### src/rtl/stm_focus_writer_pkg.sv
// Shared widths, field offsets and the STM focus word layout used by writer and reader.
package stm_focus_writer_pkg;

    localparam int unsigned NumFociMax      = 8;
    localparam int unsigned FociWidth       = 3;
    localparam int unsigned PointWidth      = 13;
    localparam int unsigned CycleWidth      = 14;
    localparam int unsigned NumFociWidth    = 4;
    localparam int unsigned AddrWidth       = PointWidth + FociWidth;
    localparam int unsigned BramAddrWidth   = AddrWidth + 1;
    localparam int unsigned CoordWidth      = 18;
    localparam int unsigned IntensityWidth  = 8;
    localparam int unsigned WordWidth       = 64;

    localparam int unsigned FocusXLsb         = 0;
    localparam int unsigned FocusYLsb         = FocusXLsb + CoordWidth;
    localparam int unsigned FocusZLsb         = FocusYLsb + CoordWidth;
    localparam int unsigned FocusIntensityLsb = FocusZLsb + CoordWidth;

    typedef struct packed {
        logic [1:0]                pad;
        logic [IntensityWidth-1:0] intensity;
        logic [CoordWidth-1:0]     z;
        logic [CoordWidth-1:0]     y;
        logic [CoordWidth-1:0]     x;
    } stm_focus_word_t;

    typedef enum logic [1:0] {
        ST_IDLE  = 2'd0,
        ST_FILL  = 2'd1,
        ST_FLUSH = 2'd2
    } wr_state_e;

endpackage

### src/rtl/stm_focus_pack.sv
// Combinational packing of one focus into the STM BRAM word layout.
module stm_focus_pack
    import stm_focus_writer_pkg::*;
(
    input  logic [CoordWidth-1:0]     x_i,
    input  logic [CoordWidth-1:0]     y_i,
    input  logic [CoordWidth-1:0]     z_i,
    input  logic [IntensityWidth-1:0] intensity_i,
    output stm_focus_word_t           word_c_o
);

    // Coordinates pass through untouched in two's complement; top bits are zero fill.
    always_comb begin
        word_c_o           = '0;
        word_c_o.pad       = 2'b00;
        word_c_o.intensity = intensity_i;
        word_c_o.z         = z_i;
        word_c_o.y         = y_i;
        word_c_o.x         = x_i;
    end

endmodule

### src/rtl/stm_focus_writer.sv
// Streaming writer filling one STM focus segment: one focus per beat, one BRAM write per focus.
module stm_focus_writer
    import stm_focus_writer_pkg::*;
(
    input  logic                      clk,
    input  logic                      rst_n,
    input  logic                      start_i,
    input  logic                      abort_i,
    input  logic                      segment_i,
    input  logic [CycleWidth-1:0]     cycle_i,
    input  logic [NumFociWidth-1:0]   num_foci_i,
    input  logic                      din_valid_i,
    output logic                      din_ready_o,
    input  logic [CoordWidth-1:0]     x_i,
    input  logic [CoordWidth-1:0]     y_i,
    input  logic [CoordWidth-1:0]     z_i,
    input  logic [IntensityWidth-1:0] intensity_i,
    output logic                      bram_we_o,
    output logic [BramAddrWidth-1:0]  bram_addr_o,
    output logic [WordWidth-1:0]      bram_din_o,
    output logic                      busy_o,
    output logic                      done_o,
    output logic                      err_o
);

    wr_state_e                  state_q, state_d;
    logic                       seg_q, seg_d;
    logic [PointWidth-1:0]      cycle_q, cycle_d;
    logic [NumFociWidth-1:0]    nf_q, nf_d;
    logic [PointWidth-1:0]      pt_q, pt_d;
    logic [FociWidth-1:0]       f_q, f_d;
    logic                       ready_q, ready_d;
    logic                       busy_q, busy_d;
    logic                       we_q, we_d;
    logic [BramAddrWidth-1:0]   addr_q, addr_d;
    logic [WordWidth-1:0]       din_q, din_d;
    logic                       done_q, done_d;
    logic                       err_q, err_d;

    stm_focus_word_t            word_c;
    logic                       accept_c;
    logic                       f_last_c;
    logic                       last_c;
    logic                       cfg_ok_c;

    stm_focus_pack u_pack (
        .x_i         (x_i),
        .y_i         (y_i),
        .z_i         (z_i),
        .intensity_i (intensity_i),
        .word_c_o    (word_c)
    );

    // Handshake, counter wrap and START validity decode.
    always_comb begin
        accept_c = (state_q == ST_FILL) && din_valid_i;
        f_last_c = ({1'b0, f_q} == (nf_q - NumFociWidth'(1)));
        last_c   = f_last_c && (pt_q == cycle_q);
        cfg_ok_c = (num_foci_i != '0)
                && (num_foci_i <= NumFociWidth'(NumFociMax))
                && (cycle_i < CycleWidth'(1 << PointWidth));
    end

    // Next-state: FSM, counters, write port and status pulses.
    always_comb begin
        state_d = state_q;
        seg_d   = seg_q;
        cycle_d = cycle_q;
        nf_d    = nf_q;
        pt_d    = pt_q;
        f_d     = f_q;
        we_d    = 1'b0;
        addr_d  = addr_q;
        din_d   = din_q;
        done_d  = 1'b0;
        err_d   = 1'b0;

        if (accept_c) begin
            we_d   = 1'b1;
            addr_d = {seg_q, pt_q, f_q};
            din_d  = word_c;
            if (f_last_c) begin
                f_d  = '0;
                pt_d = pt_q + PointWidth'(1);
            end else begin
                f_d  = f_q + FociWidth'(1);
            end
        end

        unique case (state_q)
            ST_IDLE: begin
                if (start_i && !abort_i) begin
                    if (cfg_ok_c) begin
                        state_d = ST_FILL;
                        seg_d   = segment_i;
                        cycle_d = PointWidth'(cycle_i);
                        nf_d    = num_foci_i;
                        pt_d    = '0;
                        f_d     = '0;
                    end else begin
                        err_d   = 1'b1;
                    end
                end
            end
            ST_FILL: begin
                if (abort_i) begin
                    state_d = ST_IDLE;
                end else if (accept_c && last_c) begin
                    state_d = ST_FLUSH;
                    done_d  = 1'b1;
                end
            end
            ST_FLUSH: begin
                state_d = ST_IDLE;
            end
            default: begin
                state_d = ST_IDLE;
            end
        endcase

        ready_d = (state_d == ST_FILL);
        busy_d  = (state_d != ST_IDLE);
    end

    // State and output registers.
    always_ff @(posedge clk or negedge rst_n) begin
        if (!rst_n) begin
            state_q <= ST_IDLE;
            seg_q   <= 1'b0;
            cycle_q <= '0;
            nf_q    <= '0;
            pt_q    <= '0;
            f_q     <= '0;
            ready_q <= 1'b0;
            busy_q  <= 1'b0;
            we_q    <= 1'b0;
            addr_q  <= '0;
            din_q   <= '0;
            done_q  <= 1'b0;
            err_q   <= 1'b0;
        end else begin
            state_q <= state_d;
            seg_q   <= seg_d;
            cycle_q <= cycle_d;
            nf_q    <= nf_d;
            pt_q    <= pt_d;
            f_q     <= f_d;
            ready_q <= ready_d;
            busy_q  <= busy_d;
            we_q    <= we_d;
            addr_q  <= addr_d;
            din_q   <= din_d;
            done_q  <= done_d;
            err_q   <= err_d;
        end
    end

    assign din_ready_o = ready_q;
    assign busy_o      = busy_q;
    assign bram_we_o   = we_q;
    assign bram_addr_o = addr_q;
    assign bram_din_o  = din_q;
    assign done_o      = done_q;
    assign err_o       = err_q;

endmodule

### config.mk
export PLATFORM = sky130hd
export DESIGN_NAME = stm_focus_writer
export DESIGN_NICKNAME = d
export VERILOG_FILES = /design/src/rtl/stm_focus_writer_pkg.sv /design/src/rtl/stm_focus_pack.sv /design/src/rtl/stm_focus_writer.sv
export SDC_FILE = /design/constraint.sdc
export NUM_CORES = 1
export LEC_CHECK = 0
export ABC_AREA = 1
export BUFFER_PORTS_ARGS = -buffer_cell sky130_fd_sc_hd__buf_2
export CORE_MARGIN = 2
export CORE_UTILIZATION = 35
export DETAILED_ROUTE_END_ITERATION = 8
export GPL_TIMING_DRIVEN = 0
export PLACE_DENSITY = 0.61
export SLEW_MARGIN = 10
export SYNTH_ARGS = -nofsm -noshare
export SYNTH_HDL_FRONTEND = slang
export SYNTH_HIERARCHICAL = 1
export SYNTH_SLANG_ARGS = --single-unit
### constraint.sdc
create_clock -name clk -period 1.7 [get_ports clk]
set_input_delay 0.255 -clock clk [delete_from_list [all_inputs] [get_ports clk]]
set_output_delay 0.255 -clock clk [all_outputs]
set_load 0.01 [all_outputs]
==> impl_metrics.csv, run 1 <==
group,metric,value,unit
power_and_ir_drop,max-vdd-ir-drop,677,uV
die,io_pins,172,
clocking,htreeDepth,4,
power_and_ir_drop,power,10200,uW
drt,num_vias,4606,
die,die_area,17400,sq um
clocking,clk_pin_slew,0.06,ns
power_and_ir_drop,power.internal,7300,uW
timing,slew_viol_final,0,
timing,finClkSkew,0.00710,ns
placed_design,port_buffers,109,
timing,maxSlewHeadroom,0.609,
hold_path,min-delay-start,"cycle_i[4]",
clocking,cts_buffer_depth,2,
grt,met1_usage,0.223,
setup_path,start_kind,"flip-flop",
power_and_ir_drop,p_seq_frac,0.382,
yosys,syn-cell-area,5720,sq um
die,die_x,132,microns
drt,routedWlPerCell,13.1,microns
setup_path,cp.required,2.00,ns
setup_path,r2r-end,"pt_q[4]$_DFF_PN0_",
setup_path,regToRegSetupSlack,0.02,ns
drt,final_antenna_net_count,0,
setup_path,cp-end-kind,"flip-flop",
setup_path,crit_fanout,5,
timing,fin_setup_tns,0,ns
yosys,synth-warning-count,6,
timing,hold_violations,0,
drt,drc,0,
setup_path,critical_path_class,"reg2reg",
power_and_ir_drop,leakage,0.00413,uW
clocking,clock_sinks,122,
clocking,cts-root-buf,"clkbuf_16",
placed_design,dp_hpwl,9690,microns
timing,max_freq,596,MHz
layout,diodes,0,
die,fp.dieH,132,microns
placed_design,placed_cell_area,6580,sq um
yosys,ys_ff_latch,122,
hold_path,hold_end,"cycle_q[4]$_DFFE_PN0P_",
timing,rsz0062_at_grt,"yes",
yosys,synth.distinct_cells,30,
drt,viasPerCell,4.37,
grt,grt_pass1_vias,4416,
grt,antenna_found_initial,0,
clocking,cts_tree,"built",
power_and_ir_drop,switching_share,0.288,
power_and_ir_drop,powerDensity,1380,nW/um^2
layout,design_area,7420,sq um
grt,track_usage,0.164,
drt,dr.first_iter.drc_count,242,
hold_path,min_delay_path_depth,3,
die,initial_utilization,0.359,
drt,routed_wirelength,13800,microns
setup_path,r2r_cells,11,
grt,use_met3,0.0488,
power_and_ir_drop,p_sw,2950,uW
hold_path,hold_path.class,"in2reg",
timing,worst_slew_pin_slew,0.586,ns
layout,area_growth,29.7,%
yosys,ys_seq_area_frac,0.533,
timing,finalCriticalPeriod,1.68,ns
grt,grt_pass1_wl,22700,microns
timing,setup_viol,0,
clocking,insertion_delay,0.41,ns
power_and_ir_drop,pwr-share-comb,0.230,
timing,fin_crit_sh,0.987,
timing,hold_ws,0.0348,ns
layout,final_core_util,0.466,
yosys,syn_inst,686,
outcome,run_status,"complete, no violations",
layout,layout-drive-gt1-share,0.324,
power_and_ir_drop,power_frac_clock,0.388,
grt,grt_max_degree,64,
grt,overflow,0,
placed_design,globalplace.congestion,0.789,
setup_path,r2r-start,"nf_q[0]$_DFFE_PN0P_",
yosys,synth_area_per_cell,8.34,sq um
job,cap_violations,0,
die,core.rowCount,46,
grt,met2_usage,0.248,
grt,top_usage_layer,"met2",
setup_path,arrival,1.98,ns
clocking,numCtsBuffers,17,
drt,dr.pass1.iters,5,
die,placeableCoreArea,15900,sq um
layout,layout.nets,915,
-- metal layers --
metal | routed length (microns) | up-vias | share of wire
met3 | 648 | 19 | 0.047
li1 | - | 2329 | -
met2 | 6550 | 125 | 0.47
met1 | 6380 | 2133 | 0.46
met4 | 242 | 0 | 0.018
met5 | 0 | - | 0
-- cells by family (layout without fill, tap and decap cells) --
logic type | Yosys count | count (layout) | share of synthesized area
adder cells (fa/ha/maj) | 3 | 3 | 0.00656
flip-flops | 122 | 122 | 0.533
AO/OA/AOI/OAI | 49 | 49 | 0.0446
AND/OR/NAND/NOR | 373 | 374 | 0.270
other | 1 | 2 | 0.000655
XOR/XNOR | 7 | 7 | 0.0107
buffers and inverters | 131 | 282 | 0.134
-- placed cells by master (no fill, tap or decap), types with 2 or more instances in the layout --
cell / count
nand2_1: 299
dfrtp_1: 122
buf_2: 121
buf_4: 76
inv_1: 37
o21ai_0: 30
nor2_1: 29
clkbuf_16: 17
nand3_1: 16
inv_2: 7
clkbuf_8: 7
nand2_2: 6
a21oi_1: 6
o21ai_1: 5
xor2_1: 5
o22ai_1: 5
nand2_4: 4
bufinv_16: 4
nor2_2: 3
nor2_4: 3
clkbuf_2: 3
nor2_8: 2
nand3_4: 2
nand4_1: 2
buf_6: 2
a21oi_2: 2
nor3_4: 2
nand3_2: 2
xnor2_1: 2
ha_1: 2
clkbuf_1: 2
clkinv_2: 2
conb_1: 2
-- area by class of cell --
| cell class | instances | area [sq um] |
|---|---|---|
| timing repair buffer | 120 | 657 |
| buffer | 85 | 602 |
| clock inverter | 6 | 130 |
| sequential | 122 | 3050 |
| tap | 216 | 270 |
| multi-input combinational | 435 | 2010 |
| inverter | 45 | 171 |
| fill | 1582 | 8520 |
| clock buffer | 26 | 529 |
-- stage by stage --
stage,setup WS [ns],std cells
floorplan,0.0767,687
global placement,-1.33,1012
detailed placement,-0.218,1013
CTS,-0.0378,1053
global route,-0.0903,1055
finish,0.0214,1055
-- cells in the mapped netlist --
cell type  instances  area, sq um
xor2_1             5         43.8
a21oi_1            8         40.0
o21ai_0           32          160
nand3_1           18         90.1
nand4_1            2         12.5
nand4_2            1         12.5
nand2_2            7         43.8
nor3_4             1         16.3
nand3_4            1         17.5
xnor2_1            2         17.5
o21ai_1            3         15.0
nor2_1            30          113
nor2_2             3         18.8
nor3_1             3         15.0
conb_1             1         3.75
nor2_4             1         11.3
inv_1             39          146
nand2_4            1         11.3
nor2_8             2         40.0
buf_2             15         75.1
inv_2              6         22.5
o22ai_1            5         31.3
buf_4             68          510
nand3_2            1         10.0
o21ai_2            1         8.76
dfrtp_1          122         3050
nand2_1          301         1130
clkbuf_1           3         11.3
ha_1               3         37.5
or2_1              1         6.26
-- timing repair --
item / CTS / global route
cloned: 0 / 1
hold buffers: 1 / 0
pin swaps: 7 / 7
endpoints found under the setup margin: 15 / 44
resized for setup: 8 / 23
buffers inserted: 7 / 2
hold endpoints to repair: 59 / 0
-- worst max-delay path: stages, from the launching register on --
cell     delay, ns
dfrtp_1       0.36
inv_2         0.06
ha_4          0.27
inv_2         0.03
nand2_2       0.07
nand2_4       0.07
nor2_8        0.12
nand3_4       0.14
nor2_8        0.20
nand2_2       0.07
o21ai_1       0.12
nor2_1        0.05
-- state kept, by name (all words and copies together) (netlist names) --
| name | cells |
|---|---|
| din_ready_o | 1 |
| bram_din_o | 64 |
| pt_q | 13 |
| f_q | 3 |
| nf_q | 4 |
| busy_o | 1 |
| cycle_q | 13 |
| bram_we_o | 1 |
| bram_addr_o | 17 |
| done_o | 1 |
| seg_q | 1 |
| err_o | 1 |
| state_q | 2 |
-- worst max-delay path by stage --
| stage | startpoint | to | slack [ns] | depth (start not counted) |
|---|---|---|---|---|
| floorplan | nf_q[0]$_DFFE_PN0P_ | pt_q[1]$_DFF_PN0_ | 0.08 | 11 |
| global placement | rst_n | bram_din_o[48]$_DFFE_PN0P_ | -1.33 | 1 |
| detailed placement | num_foci_i[2] | cycle_q[12]$_DFFE_PN0P_ | -0.22 | 9 |
| CTS | nf_q[0]$_DFFE_PN0P_ | pt_q[7]$_DFF_PN0_ | -0.04 | 12 |
| global route | nf_q[0]$_DFFE_PN0P_ | pt_q[7]$_DFF_PN0_ | -0.09 | 12 |
| finish | nf_q[0]$_DFFE_PN0P_ | pt_q[4]$_DFF_PN0_ | 0.02 | 11 |
-- power by group through the flow --
stage	Clock [uW]	Combinational [uW]	Sequential, uW
2_1_floorplan	0	1080	4200
3_3_place_gp	0	2180	3950
3_5_place_dp	0	2220	3970
4_1_cts	4060	2360	3910
5_1_grt	4210	2650	4000
6_report	3980	2360	3910
Power figures use the tool's default switching activity.
==> run 2, diff against run 1 <==
- ABC_AREA: 1 -> unset
- CORE_ASPECT_RATIO: unset -> 0.7
- PLACE_DENSITY: 0.61 -> 0.62
==> run 2 against run 1 <==
- largest cell class unchanged
- synthesized cell count decreased by 15%
- critical endpoint is now din_ready_o$_DFF_PN0_
- worst setup slack got worse by 0.28 ns
- clock-buffer cell count decreased by 4
- the run now ends with negative setup slack left
- highest routed layer unchanged
- register-to-register slack got worse by 0.28 ns
- largest power group is now sequential cells
==> impl_metrics.csv, run 2 <==
group,metric,value,unit
timing,fin_setup_tns,-3.52,ns
power_and_ir_drop,max-vdd-ir-drop,655,uV
layout,layout_commonest_cell,"nand2_1",
die,io_pins,172,
outcome,violations,"negative setup slack",
setup_path,critical_path_class,"reg2reg",
clocking,numCtsBuffers,17,
clocking,clock_sinks,122,
grt,grt_pass1_wl,21800,microns
drt,viasPerCell,4.47,
setup_path,arrival,2.26,ns
layout,largest_reg_flops,64,
yosys,synth-edff-count,0,
placed_design,globalplace.congestion,0.768,
layout,layout-drive-gt1-share,0.375,
power_and_ir_drop,leakage,0.00394,uW
yosys,syn_inst,583,
yosys,yosys.area.top_type,"dfrtp_1",
timing,worst_slew_pin_slew,0.570,ns
layout,final_cell_mix,"249 x nand2_1, 122 x dfrtp_1, 109 x buf_2",
yosys,ys.flop_type,"dfrtp_1",
clocking,insertion_delay,0.41,ns
yosys,synth-warning-count,6,
placed_design,port_buffers,109,
job,cap_violations,0,
setup_path,start_kind,"flip-flop",
grt,top_usage_layer,"met2",
grt,overflow,0,
yosys,synth_most_common_cell,"nand2_1",
yosys,synthTopCellsByArea,"dfrtp_1 56%, nand2_1 17%, buf_4 8.7%",
grt,track_usage,0.169,
clocking,cts-root-buf,"clkbuf_16",
outcome,run_status,"finished with violations",
timing,hold_ws,0.0249,ns
clocking,clk_pin_slew,0.06,ns
yosys,synth_top_family_by_area,"simple AND/OR/NAND/NOR gates",
clocking,cts_tree,"built",
setup_path,crit_fanout,5,
drt,drc,0,
hold_path,hold_path.class,"in2reg",
yosys,yosysTopAreaCellShare,0.555,
setup_path,cp-end-kind,"flip-flop",
timing,rsz0062_at_grt,"yes",
yosys,async_flop_share,1.00,
yosys,syn-cell-area,5500,sq um
power_and_ir_drop,powerDensity,1350,nW/um^2
layout,area_growth,33.5,%
die,die_area,16700,sq um
grt,grt_pass1_vias,4204,
yosys,ys_seq_area_frac,0.555,
timing,finalCriticalPeriod,1.96,ns
grt,met1_usage,0.230,
timing,hold_violations,0,
timing,slew_viol_final,0,
timing,fin_crit_sh,1.15,
layout,final_core_util,0.475,
yosys,synth_commonest_cells,"251 x nand2_1, 122 x dfrtp_1, 64 x buf_4",
yosys,synth_mux_area_frac,0.0346,
drt,final_antenna_net_count,0,
yosys,synth-simple-area-share,0.224,
drt,routedWlPerCell,14.5,microns
clocking,cts_buffer_depth,2,
die,initial_utilization,0.356,
yosys,synth_area_per_cell,9.43,sq um
grt,met2_usage,0.246,
die,fp.dieH,109,microns
die,die_x,154,microns
setup_path,regToRegSetupSlack,-0.26,ns
yosys,synth.distinct_cells,34,
yosys,synth_compound_area_frac,0.0369,
die,placeableCoreArea,15500,sq um
timing,setup_viol,33,
yosys,synthAdderAreaFrac,0.00683,
layout,fillers,1458,
grt,use_met3,0.0676,
yosys,synth-xor-area-share,0.0334,
drt,dr.first_iter.drc_count,205,
timing,finClkSkew,0.00825,ns
timing,max_freq,510,MHz
clocking,htreeDepth,4,
setup_path,cp.required,2.00,ns
grt,grt_max_degree,65,
die,core.rowCount,38,
layout,layout.nets,818,
grt,antenna_found_initial,2,
placed_design,dp_hpwl,9190,microns
timing,maxSlewHeadroom,0.620,
yosys,ys_ff_latch,122,
drt,routed_wirelength,13700,microns
drt,dr.pass1.iters,4,
drt,num_vias,4216,
timing,finalWorstSetupSlack,-0.262,ns
==> run 2: per-layer routing <==
layer | wire [microns] | vias up
met5 | 0 | -
met4 | 148 | 0
met3 | 1070 | 15
met2 | 6070 | 134
met1 | 6410 | 1980
li1 | - | 2087
==> run 2: logic make-up after synthesis <==
logic type	count (synthesis)
fa+ha+maj	3
simple gates	294
flops	122
xor+xnor	21
buf+inv	94
other cells	1
compound gates	31
mux	17
==> run 2: worst max-delay path, stage by stage, from the launching register on <==
cell and delay [ns]:
dfrtp_1 0.46, xor2_1 0.19, nor4_1 0.27, nand3_1 0.12, or4_4 0.60, a31o_1 0.20
==> run 2: final cells by class <==
class                      count  area (sq um)  area share
clock inverter                10           119      0.0162
timing repair buffer         125           738       0.101
sequential                   122          3050       0.416
multi-input combinational    369          2050       0.279
buffer                        88           643      0.0876
tap                          200           250      0.0341
antenna                        2          5.00    0.000682
inverter                       6          22.5     0.00307
clock buffer                  22           464      0.0632
==> run 2: where the power goes <==
part,internal (uW),switching (uW)
logic,1130,1200
registers,3570,423
clock network,2240,1330
==> run 2: through the flow <==
| step | instance area (sq um) | total power [uW] | worst slack [ns] | instances |
|---|---|---|---|---|
| after floorplan | 5520 | 5190 | -0.222 | 584 |
| after global placement | 6310 | 6020 | -1.32 | 893 |
| after detailed placement | 6350 | 6070 | -0.641 | 894 |
| after CTS | 7140 | 9920 | -0.245 | 939 |
| after global routing | 7340 | 10500 | -0.330 | 942 |
| final | 7340 | 9900 | -0.262 | 944 |
==> run 2: what timing repair did <==
| item | in CTS | in global routing |
|---|---|---|
| endpoints found under the hold margin | 58 | 0 |
| setup endpoints to repair | 109 | 88 |
| cloned | 2 | 1 |
| buffers inserted | 10 | 3 |
| gates resized for setup | 28 | 59 |
| hold buffers | 1 | 0 |
| pin swaps | 16 | 6 |
==> run 2: worst paths after layout <==
check,start,endpoint,depth (start not counted)
min in group asynchronous,rst_n,bram_din_o[2]$_DFFE_PN0P_,2
max in group asynchronous,rst_n,bram_din_o[50]$_DFFE_PN0P_,3
worst max-delay path,pt_q[11]$_DFF_PN0_,din_ready_o$_DFF_PN0_,5
worst max register to register,pt_q[11]$_DFF_PN0_,din_ready_o$_DFF_PN0_,5
worst min-delay path,y_i[7],bram_din_o[25]$_DFFE_PN0P_,3
worst min register to register,bram_din_o[62]$_DFFE_PN0P_,bram_din_o[62]$_DFFE_PN0P_,2
